### src/rtl/rom_download_sequencer.sv
`default_nettype none
`timescale 1ns/1ps
// ============================================================================
// Module      : rom_download_sequencer
// Description : Front end between the HPS ioctl download stream and the ROM
//               address selector / per-EPROM dual-port RAMs. Qualifies the
//               stream by index, re-times each accepted byte into a clean
//               one-cycle write strobe, keeps byte count / checksum /
//               out-of-range statistics, and sequences the core reset:
//               held during download and for a settle period afterwards.
// Ports       :
//   CLK            in   1   system / download clock (single domain)
//   RESET_N        in   1   synchronous active-low reset
//   ioctl_download in   1   HPS download active
//   ioctl_index    in   8   download index
//   ioctl_wr       in   1   single-cycle byte write strobe
//   ioctl_addr     in  25   byte address
//   ioctl_dout     in   8   byte data
//   dl_addr        out 25   registered address to selector / ADDR_DL
//   dl_data        out  8   registered data to DATA_IN
//   dl_wr          out  1   one-cycle write strobe (WR)
//   core_reset     out  1   high = hold main/sound CPUs in reset
//   rom_ready      out  1   image loaded and settled
//   rom_short      out  1   in READY: fewer than ROM_SIZE bytes written
//   rom_overflow   out  1   sticky: write at address >= ROM_SIZE this load
//   byte_count     out 25   in-range bytes written this load
//   checksum       out 16   sum of in-range bytes mod 2^16
// Revision    : 1.0 - initial release
// ============================================================================
module rom_download_sequencer #(
    parameter int ROM_INDEX     = 0,
    parameter int ROM_SIZE      = 'h1C100,
    parameter int SETTLE_CYCLES = 16
) (
    input  logic        CLK,
    input  logic        RESET_N,
    input  logic        ioctl_download,
    input  logic [7:0]  ioctl_index,
    input  logic        ioctl_wr,
    input  logic [24:0] ioctl_addr,
    input  logic [7:0]  ioctl_dout,
    output logic [24:0] dl_addr,
    output logic [7:0]  dl_data,
    output logic        dl_wr,
    output logic        core_reset,
    output logic        rom_ready,
    output logic        rom_short,
    output logic        rom_overflow,
    output logic [24:0] byte_count,
    output logic [15:0] checksum
);

    localparam logic [7:0]  c_rom_index   = 8'(ROM_INDEX);
    localparam logic [24:0] c_rom_size    = 25'(ROM_SIZE);
    localparam logic [15:0] c_settle_last = 16'(SETTLE_CYCLES - 1);
    localparam logic [24:0] c_count_max   = '1;

    typedef enum logic [1:0] {
        ST_IDLE   = 2'd0,
        ST_LOAD   = 2'd1,
        ST_SETTLE = 2'd2,
        ST_READY  = 2'd3
    } state_t;

    state_t      r_state;
    state_t      w_state_next;

    logic        r_download_d;
    logic [15:0] r_settle_cnt;
    logic [24:0] r_dl_addr;
    logic [7:0]  r_dl_data;
    logic        r_dl_wr;
    logic        r_core_reset;
    logic        r_rom_ready;
    logic        r_rom_short;
    logic        r_rom_overflow;
    logic [24:0] r_byte_count;
    logic [15:0] r_checksum;

    logic        w_index_match;
    logic        w_dl_start;
    logic        w_dl_end;
    logic        w_accept;
    logic        w_in_range;
    logic        w_store;
    logic [24:0] w_count_base;
    logic [24:0] w_count_next;
    logic [15:0] w_sum_base;
    logic [15:0] w_sum_next;
    logic        w_ovf_next;

    // Previous value of ioctl_download for edge detection. This register
    // deliberately keeps tracking the input while RESET_N is low: if reset
    // lands in the middle of a download, the still-high download line must
    // not look like a fresh rising edge once reset releases, so the rest of
    // that aborted transfer is ignored until the HPS starts a new one.
    always_ff @(posedge CLK) begin
        r_download_d <= ioctl_download;
    end

    // ------------------------------------------------------------------
    // Stream qualification
    // ------------------------------------------------------------------
    assign w_index_match = (ioctl_index == c_rom_index);
    assign w_dl_start    = ioctl_download & ~r_download_d & w_index_match;
    assign w_dl_end      = r_download_d & ~ioctl_download;

    // The dl_start cycle itself accepts a write so that a byte arriving
    // together with the rising download edge is not lost.
    assign w_accept   = ioctl_wr & w_index_match &
                        ((r_state == ST_LOAD) | w_dl_start);
    assign w_in_range = (ioctl_addr < c_rom_size);
    assign w_store    = w_accept & w_in_range;

    // Statistics restart on dl_start; a write in that same cycle is then
    // applied on top of the cleared values.
    assign w_count_base = w_dl_start ? '0 : r_byte_count;
    assign w_sum_base   = w_dl_start ? '0 : r_checksum;

    always_comb begin
        w_count_next = w_count_base;
        w_sum_next   = w_sum_base;
        if (w_store) begin
            w_sum_next = w_sum_base + {8'd0, ioctl_dout};
            if (w_count_base != c_count_max) begin
                w_count_next = w_count_base + 25'd1;
            end
        end
    end

    assign w_ovf_next = (w_dl_start ? 1'b0 : r_rom_overflow) |
                        (w_accept & ~w_in_range);

    // ------------------------------------------------------------------
    // Sequencing FSM: state register
    // ------------------------------------------------------------------
    always_ff @(posedge CLK) begin
        if (!RESET_N) begin
            r_state <= ST_IDLE;
        end else begin
            r_state <= w_state_next;
        end
    end

    // ------------------------------------------------------------------
    // Sequencing FSM: next state
    // ------------------------------------------------------------------
    always_comb begin
        w_state_next = r_state;
        unique case (r_state)
            ST_IDLE: begin
                if (w_dl_start) begin
                    w_state_next = ST_LOAD;
                end
            end
            ST_LOAD: begin
                if (w_dl_end) begin
                    w_state_next = ST_SETTLE;
                end
            end
            ST_SETTLE: begin
                // A new download takes priority over finishing the settle.
                if (w_dl_start) begin
                    w_state_next = ST_LOAD;
                end else if (r_settle_cnt == c_settle_last) begin
                    w_state_next = ST_READY;
                end
            end
            ST_READY: begin
                if (w_dl_start) begin
                    w_state_next = ST_LOAD;
                end
            end
            default: begin
                w_state_next = ST_IDLE;
            end
        endcase
    end

    // ------------------------------------------------------------------
    // Datapath, statistics and registered status outputs
    // ------------------------------------------------------------------
    always_ff @(posedge CLK) begin
        if (!RESET_N) begin
            r_dl_addr      <= '0;
            r_dl_data      <= '0;
            r_dl_wr        <= 1'b0;
            r_core_reset   <= 1'b1;
            r_rom_ready    <= 1'b0;
            r_rom_short    <= 1'b0;
            r_rom_overflow <= 1'b0;
            r_byte_count   <= '0;
            r_checksum     <= '0;
            r_settle_cnt   <= '0;
        end else begin
            // Address and data only move with a strobe, so the RAM side
            // sees stable values around every WR pulse.
            r_dl_wr <= w_store;
            if (w_store) begin
                r_dl_addr <= ioctl_addr;
                r_dl_data <= ioctl_dout;
            end

            r_byte_count   <= w_count_next;
            r_checksum     <= w_sum_next;
            r_rom_overflow <= w_ovf_next;

            // Held at zero for the whole load so SETTLE always starts from
            // zero and lasts exactly SETTLE_CYCLES cycles.
            if (r_state == ST_SETTLE) begin
                r_settle_cnt <= r_settle_cnt + 16'd1;
            end else begin
                r_settle_cnt <= '0;
            end

            // Driven from the next state so the CPUs are released on the
            // same edge the FSM enters READY and re-held on the edge after
            // any dl_start.
            r_core_reset <= (w_state_next != ST_READY);
            r_rom_ready  <= (w_state_next == ST_READY);

            if (w_dl_start) begin
                r_rom_short <= 1'b0;
            end else if ((r_state == ST_SETTLE) && (w_state_next == ST_READY)) begin
                r_rom_short <= (r_byte_count < c_rom_size);
            end
        end
    end

    assign dl_addr      = r_dl_addr;
    assign dl_data      = r_dl_data;
    assign dl_wr        = r_dl_wr;
    assign core_reset   = r_core_reset;
    assign rom_ready    = r_rom_ready;
    assign rom_short    = r_rom_short;
    assign rom_overflow = r_rom_overflow;
    assign byte_count   = r_byte_count;
    assign checksum     = r_checksum;

endmodule
`default_nettype wire

### config.mk
export PLATFORM = sky130hd
export DESIGN_NAME = rom_download_sequencer
export DESIGN_NICKNAME = d
export VERILOG_FILES = /design/src/rtl/rom_download_sequencer.sv
export SDC_FILE = /design/constraint.sdc
export NUM_CORES = 1
export LEC_CHECK = 0
export ABC_AREA = 1
export BUFFER_PORTS_ARGS = -buffer_cell sky130_fd_sc_hd__buf_4
export CAP_MARGIN = 10
export CORE_ASPECT_RATIO = 0.7
export CORE_MARGIN = 1
export CORE_UTILIZATION = 25
export CTS_BUF_LIST = sky130_fd_sc_hd__clkbuf_4 sky130_fd_sc_hd__clkbuf_8 sky130_fd_sc_hd__clkbuf_16
export CTS_CLUSTER_DIAMETER = 200
export CTS_CLUSTER_SIZE = 16
export DETAILED_ROUTE_END_ITERATION = 10
export PLACE_DENSITY_LB_ADDON = 0.05
export SYNTH_ARGS = -nofsm -noshare
export SYNTH_HDL_FRONTEND = slang
export SYNTH_SLANG_ARGS = --single-unit
### constraint.sdc
create_clock -name CLK -period 4.57 [get_ports CLK]
set_input_delay 0.6855 -clock CLK [delete_from_list [all_inputs] [get_ports CLK]]
set_output_delay 0.6855 -clock CLK [all_outputs]
set_load 0.005 [all_outputs]
Word-level counts from Yosys, hierarchy flattened
Index checks and enable logic that the tools add are counted.
- add/subtract/negate cells: 3
- $lt $le $gt $ge: 2
- equal/unequal tests: 7
- multiplexer cells: 11
- bitwise logic cells: 13
- reduce and logical (&&, ||, !) cells: 6
- operator list (cell ; number):
    two-way mux 25 bit ; 3
    less-than comparator 25 x 17 -> 1 bit (second input constant) ; 2
    two-way mux 16 bit ; 2
    adder 25 x 1 -> 25 bit (second input constant) ; 1
    != test 25 bit (second input constant) ; 1
    adder 16 x 1 -> 16 bit (second input constant) ; 1
    adder 16 x 8 -> 16 bit ; 1
    equality test 16 x 4 -> 1 bit (second input constant) ; 1
    zero test 8 bit ; 1
    two-way mux 2 bit ; 4
    bitwise AND 1 bit ; 7
    equality test 2 bit (second input constant) ; 3
    one-hot mux 2 bit (3 select lines) ; 1
    NOT 1 bit ; 4
    OR reduction 2 bit ; 2
    equality test 2 x 1 -> 1 bit (second input constant) ; 1
    zero test 2 bit ; 1
    != test 2 bit (second input constant) ; 1
    OR 1 bit ; 2
    AND reduction 2 bit ; 1
    logical AND 1 bit ; 1
    two-way mux 1 bit ; 1
- flip-flop bits (word level): 98
- input bits: 45
- output and inout port bits: 79
- word-level logic and storage cells: 54

Logic depth before layout (Yosys ltp)
- word-level depth: 7
- gate-level depth with buffers: 24
- gate-level depth less buffers: 19

Worst setup path after synthesis
Ideal clock, no wire load.
- path type: input to register
- start: input ioctl_index[7]
- end: register r_checksum[12], in the netlist checksum[12]
- setup time: 0.120 ns
- arrival time: 3.072 ns
- data required time: 4.450 ns
- setup slack: 1.379 ns
- stages: 21
- buffers on the path: 5
- cell sequence: nor2_1 nand2_1 nor2_2 nand2_2 buf_6 buf_8 buf_6 buf_6 buf_2 nand2_1 inv_1 ha_1 nand3_1 nand2_1 nand3_1 nand3_1 nand2_1 nor3_1 nand2_1 o21ai_0 a21oi_1
- longest elaborated chain between the ends: 6
- elaborated cells between the ends (all ways): 9
- classes of those cells: 1 x add/sub; 2 x mux; 5 x bitwise; 1 x reduce/logical
- RTL lines (item ; line ; RTL):
    start, declared ; 38 ; input logic [7:0] ioctl_index,
    zero test 8 bit * ; 104 ; assign w_index_match = (ioctl_index == c_rom_index);
    branches (longest 4 deep; another with adder 16 x 8 -> 16 bit) ; n/a ;
    two-way mux 16 bit * ; 123 ; if (w_store) begin
    end signal, assigned ; 205 ; r_checksum <= w_sum_next;
    end, declared ; 78 ; logic [15:0] r_checksum;
Every way passes the cells marked *.
A chain may end at the register's enable or synchronous reset.

Final worst setup path
- start: input ioctl_index[7]
- end: register r_checksum[9], in the netlist checksum[9]
Same word-level chain as after synthesis.

==> impl_metrics.csv <==
group,metric,value,unit
run_status,status,"completed",
grt,grt.total_usage,0.156,
drt,drt-pass1-iter-count,5,
die,start_util,0.257,
worst_setup_path,path_class,"primary input to register",
placed_design,hpwl,11400,um
timing,fmax,311,MHz
final_layout,layout_common_cells,"183 x nor2_1, 151 x nand2_1, 127 x buf_4, 98 x dfxtp_1, 83 x inv_1",
timing,rsz0062_at_grt,"no",
worst_setup_path,critPathRequiredTime,4810,ps
timing,hold_violations,0,
clock_network,cts_setup_buffers,0,
die,core_area,20000,um^2
timing,final-setup-viol-count,0,
final_layout,n_antenna_cell,0,
timing,setup_tns,0,ps
worst_setup_path,cp_cell_sequence,"buf_4 -> nor2_1 -> nand2_1 -> nor2_2 -> nand2_2 -> inv_2 -> nor2_1 -> ha_1 -> a21oi_1 -> nand2_1 -> a21oi_1 -> o21ai_0 -> a21oi_1 -> nor2_1 -> nand2_1 -> nand2_1 -> nand2_1 -> nor2_1",
synthesis,synth_area_per_cell,6.58,um^2
final_layout,nets,953,
timing,max_slew.worst_pin.slew,642,ps
timing,slew_headroom,0.570,
drt,drt_wl_total,16100,um
synthesis,synth_fp_nets,841,
worst_setup_path,start_kind,"primary input",
synthesis,synthCells,782,
grt,antenna_found_initial,0,
synthesis,ys_warn_count,0,
worst_setup_path,critPathArrivalTime,3460,ps
clock_network,hold_buffers,0,
synthesis,synth_cell_type_count,35,
synthesis,synth_top_area_frac,0.381,
grt,grt_max_degree,55,
final_layout,drive_above_1_share,0.187,
clock_network,clock_latency,340,ps
die,ios,124,
worst_setup_path,crit_path_end_kind,"register",
clock_network,cts_resized,0,
drt,vias_per_cell,4.48,
grt,grt_pass1_vias,4862,
power,leakage,2.93,nW
synthesis,yosys.area.top_type,"dfxtp_1",
drt,drc,0,
clock_network,htree_levels,3,
synthesis,synth_area,5150,um^2
timing,maxSlewViolCount,0,
drt,dr.first_iter.drc_count,321,
clock_network,clock_path_buffers,2,
clock_network,cts_tree,"yes",
die,dieArea,21200,um^2
grt,grt_overflow,0,
job,maxCapViolCount,0,
die,die_h,122,um
placed_design,io_buffers,123,
die,die_width,174,um
worst_setup_path,r2r-start,"r_download_d",
worst_setup_path,path_buf_inv,2,
synthesis,ys_seq_elements,98,
worst_setup_path,startpoint,"ioctl_index[7]",
worst_setup_path,cp_slowest_cell,"inv_2",
clock_network,root_buffer,"clkbuf_16",
worst_setup_path,max_stage_delay,390,ps
worst_setup_path,reg2reg_slack,1590,ps
final_layout,final_common_cell,"nor2_1",
final_layout,area_growth,28.5,%
die,rows,43,
grt,grt_pass1_wl,25900,um
worst_setup_path,worstReg2RegEnd,"checksum[9]",
drt,via_count,5240,
synthesis,ys_seq_area_frac,0.381,
placed_design,place.gp.congestion,0.853,
synthesis,yosys-top-cells-area,"dfxtp_1 38%, nor2_1 13%, nand2_1 11%",
worst_setup_path,critPathTopFamily,"simple AND/OR/NAND/NOR gates",
min_path,hold_class,"register to register",
clock_network,clk_pin_slew,70,ps
worst_setup_path,critPathMaxFanout,19,
power,peakVddDrop,0.000154,V
clock_network,cts_buffers,9,
drt,ant_nets,0,
worst_setup_path,cpMostUsedCell,"nand2_1",
clock_network,clock_sinks,98,
power,p_per_area,266,nW/um^2
timing,fin_crit,3210,ps
worst_setup_path,cp-endpoint,"checksum[9]",
timing,finClkSkew,5.70,ps
final_layout,final_util,0.330,
timing,layout_worst_path_cycle_share,0.703,
worst_setup_path,cp_num_cells,18,
worst_setup_path,r2r_cells,15,
drt,wl_per_cell,13.8,um
flip-flops by register name, indices dropped and copies added, names as in the netlist:
register,count
byte_count,25
dl_addr,25
checksum,16
r_settle_cnt,16
dl_data,8
r_state,2
core_reset,1
dl_wr,1
r_download_d,1
rom_overflow,1
rom_ready,1
rom_short,1
cell usage after synthesis (all sizes together):
cell,number
a21oi,41
nor3b,1
o21ai,49
nand2,155
inv,86
a21boi,2
nand4,13
nand3b,1
nand3,60
ha,13
nor4,8
fa,1
dfxtp,98
buf,13
clkbuf,13
o211ai,2
o21a,1
xor2,3
o22ai,1
nor2,194
xnor2,5
nor3,17
clkinv,1
a211oi,2
and3,2
logic make-up after synthesis:
kind of cell,count (synthesis),share of synthesized area
compound gates,98,0.0989
simple gates,451,0.377
fa+ha+maj,14,0.0355
buf+inv,113,0.0936
flops,98,0.381
xor+xnor,8,0.0136
through the flow:
step	total power [mW]	cell area, um^2	std cells	hold slack, ps	setup WS [ps]
3_5_place_dp	0.949	6290	1153	430	902
5_1_grt	1.83	6610	1169	428	1000
3_3_place_gp	0.948	6290	1153	423	964
6_report	1.76	6610	1169	442	1360
2_1_floorplan	0.907	5150	782	413	1380
4_1_cts	1.79	6610	1169	431	1280
worst min-delay path by stage:
stage,from,to,slack [ps],depth (start not counted)
4_1_cts,ioctl_download,r_download_d,430,1
5_1_grt,ioctl_download,r_download_d,430,1
6_report,dl_addr[21],dl_addr[21],440,2
3_3_place_gp,r_settle_cnt[0],r_settle_cnt[0],420,1
3_5_place_dp,dl_addr[21],dl_addr[21],430,2
2_1_floorplan,r_settle_cnt[0],r_settle_cnt[0],410,1
layer usage:
layer / wire length [um] / GRT usage / up-vias
met5: 0 / 0 / -
li1: - / - / 2727
met4: 140 / 0.0404 / 0
met1: 8550 / 0.224 / 2358
met3: 849 / 0.0337 / 8
met2: 6590 / 0.234 / 147
final cells by class:
| class | count | area (um^2) |
|---|---|---|
| Multi-Input combinational cell | 571 | 2710 |
| Inverter | 87 | 327 |
| Clock inverter | 3 | 45.0 |
| Tap cell | 270 | 338 |
| Clock buffer | 13 | 280 |
| Fill cell | 2173 | 13400 |
| Sequential cell | 98 | 1960 |
| Timing Repair Buffer | 127 | 953 |
worst reg2reg max path, delay by kind of cell, from the launching register on:
family                     cells  cell delay, ps
buffers and inverters          1             390
DFF                            1             310
AOI/OAI and AO/OA              4             830
and+or+nand+nor                9             990
adders and majority gates      1             350
where the power goes:
group          total (mW)  internal, mW  leakage [nW]  switching (mW)
Clock               0.828         0.485         0.154           0.343
Sequential          0.856         0.855         0.789         0.00135
Combinational      0.0722        0.0351          1.99          0.0371
Total                1.76          1.37          2.93           0.382
Note: power is estimated with default switching activity, not from simulation.
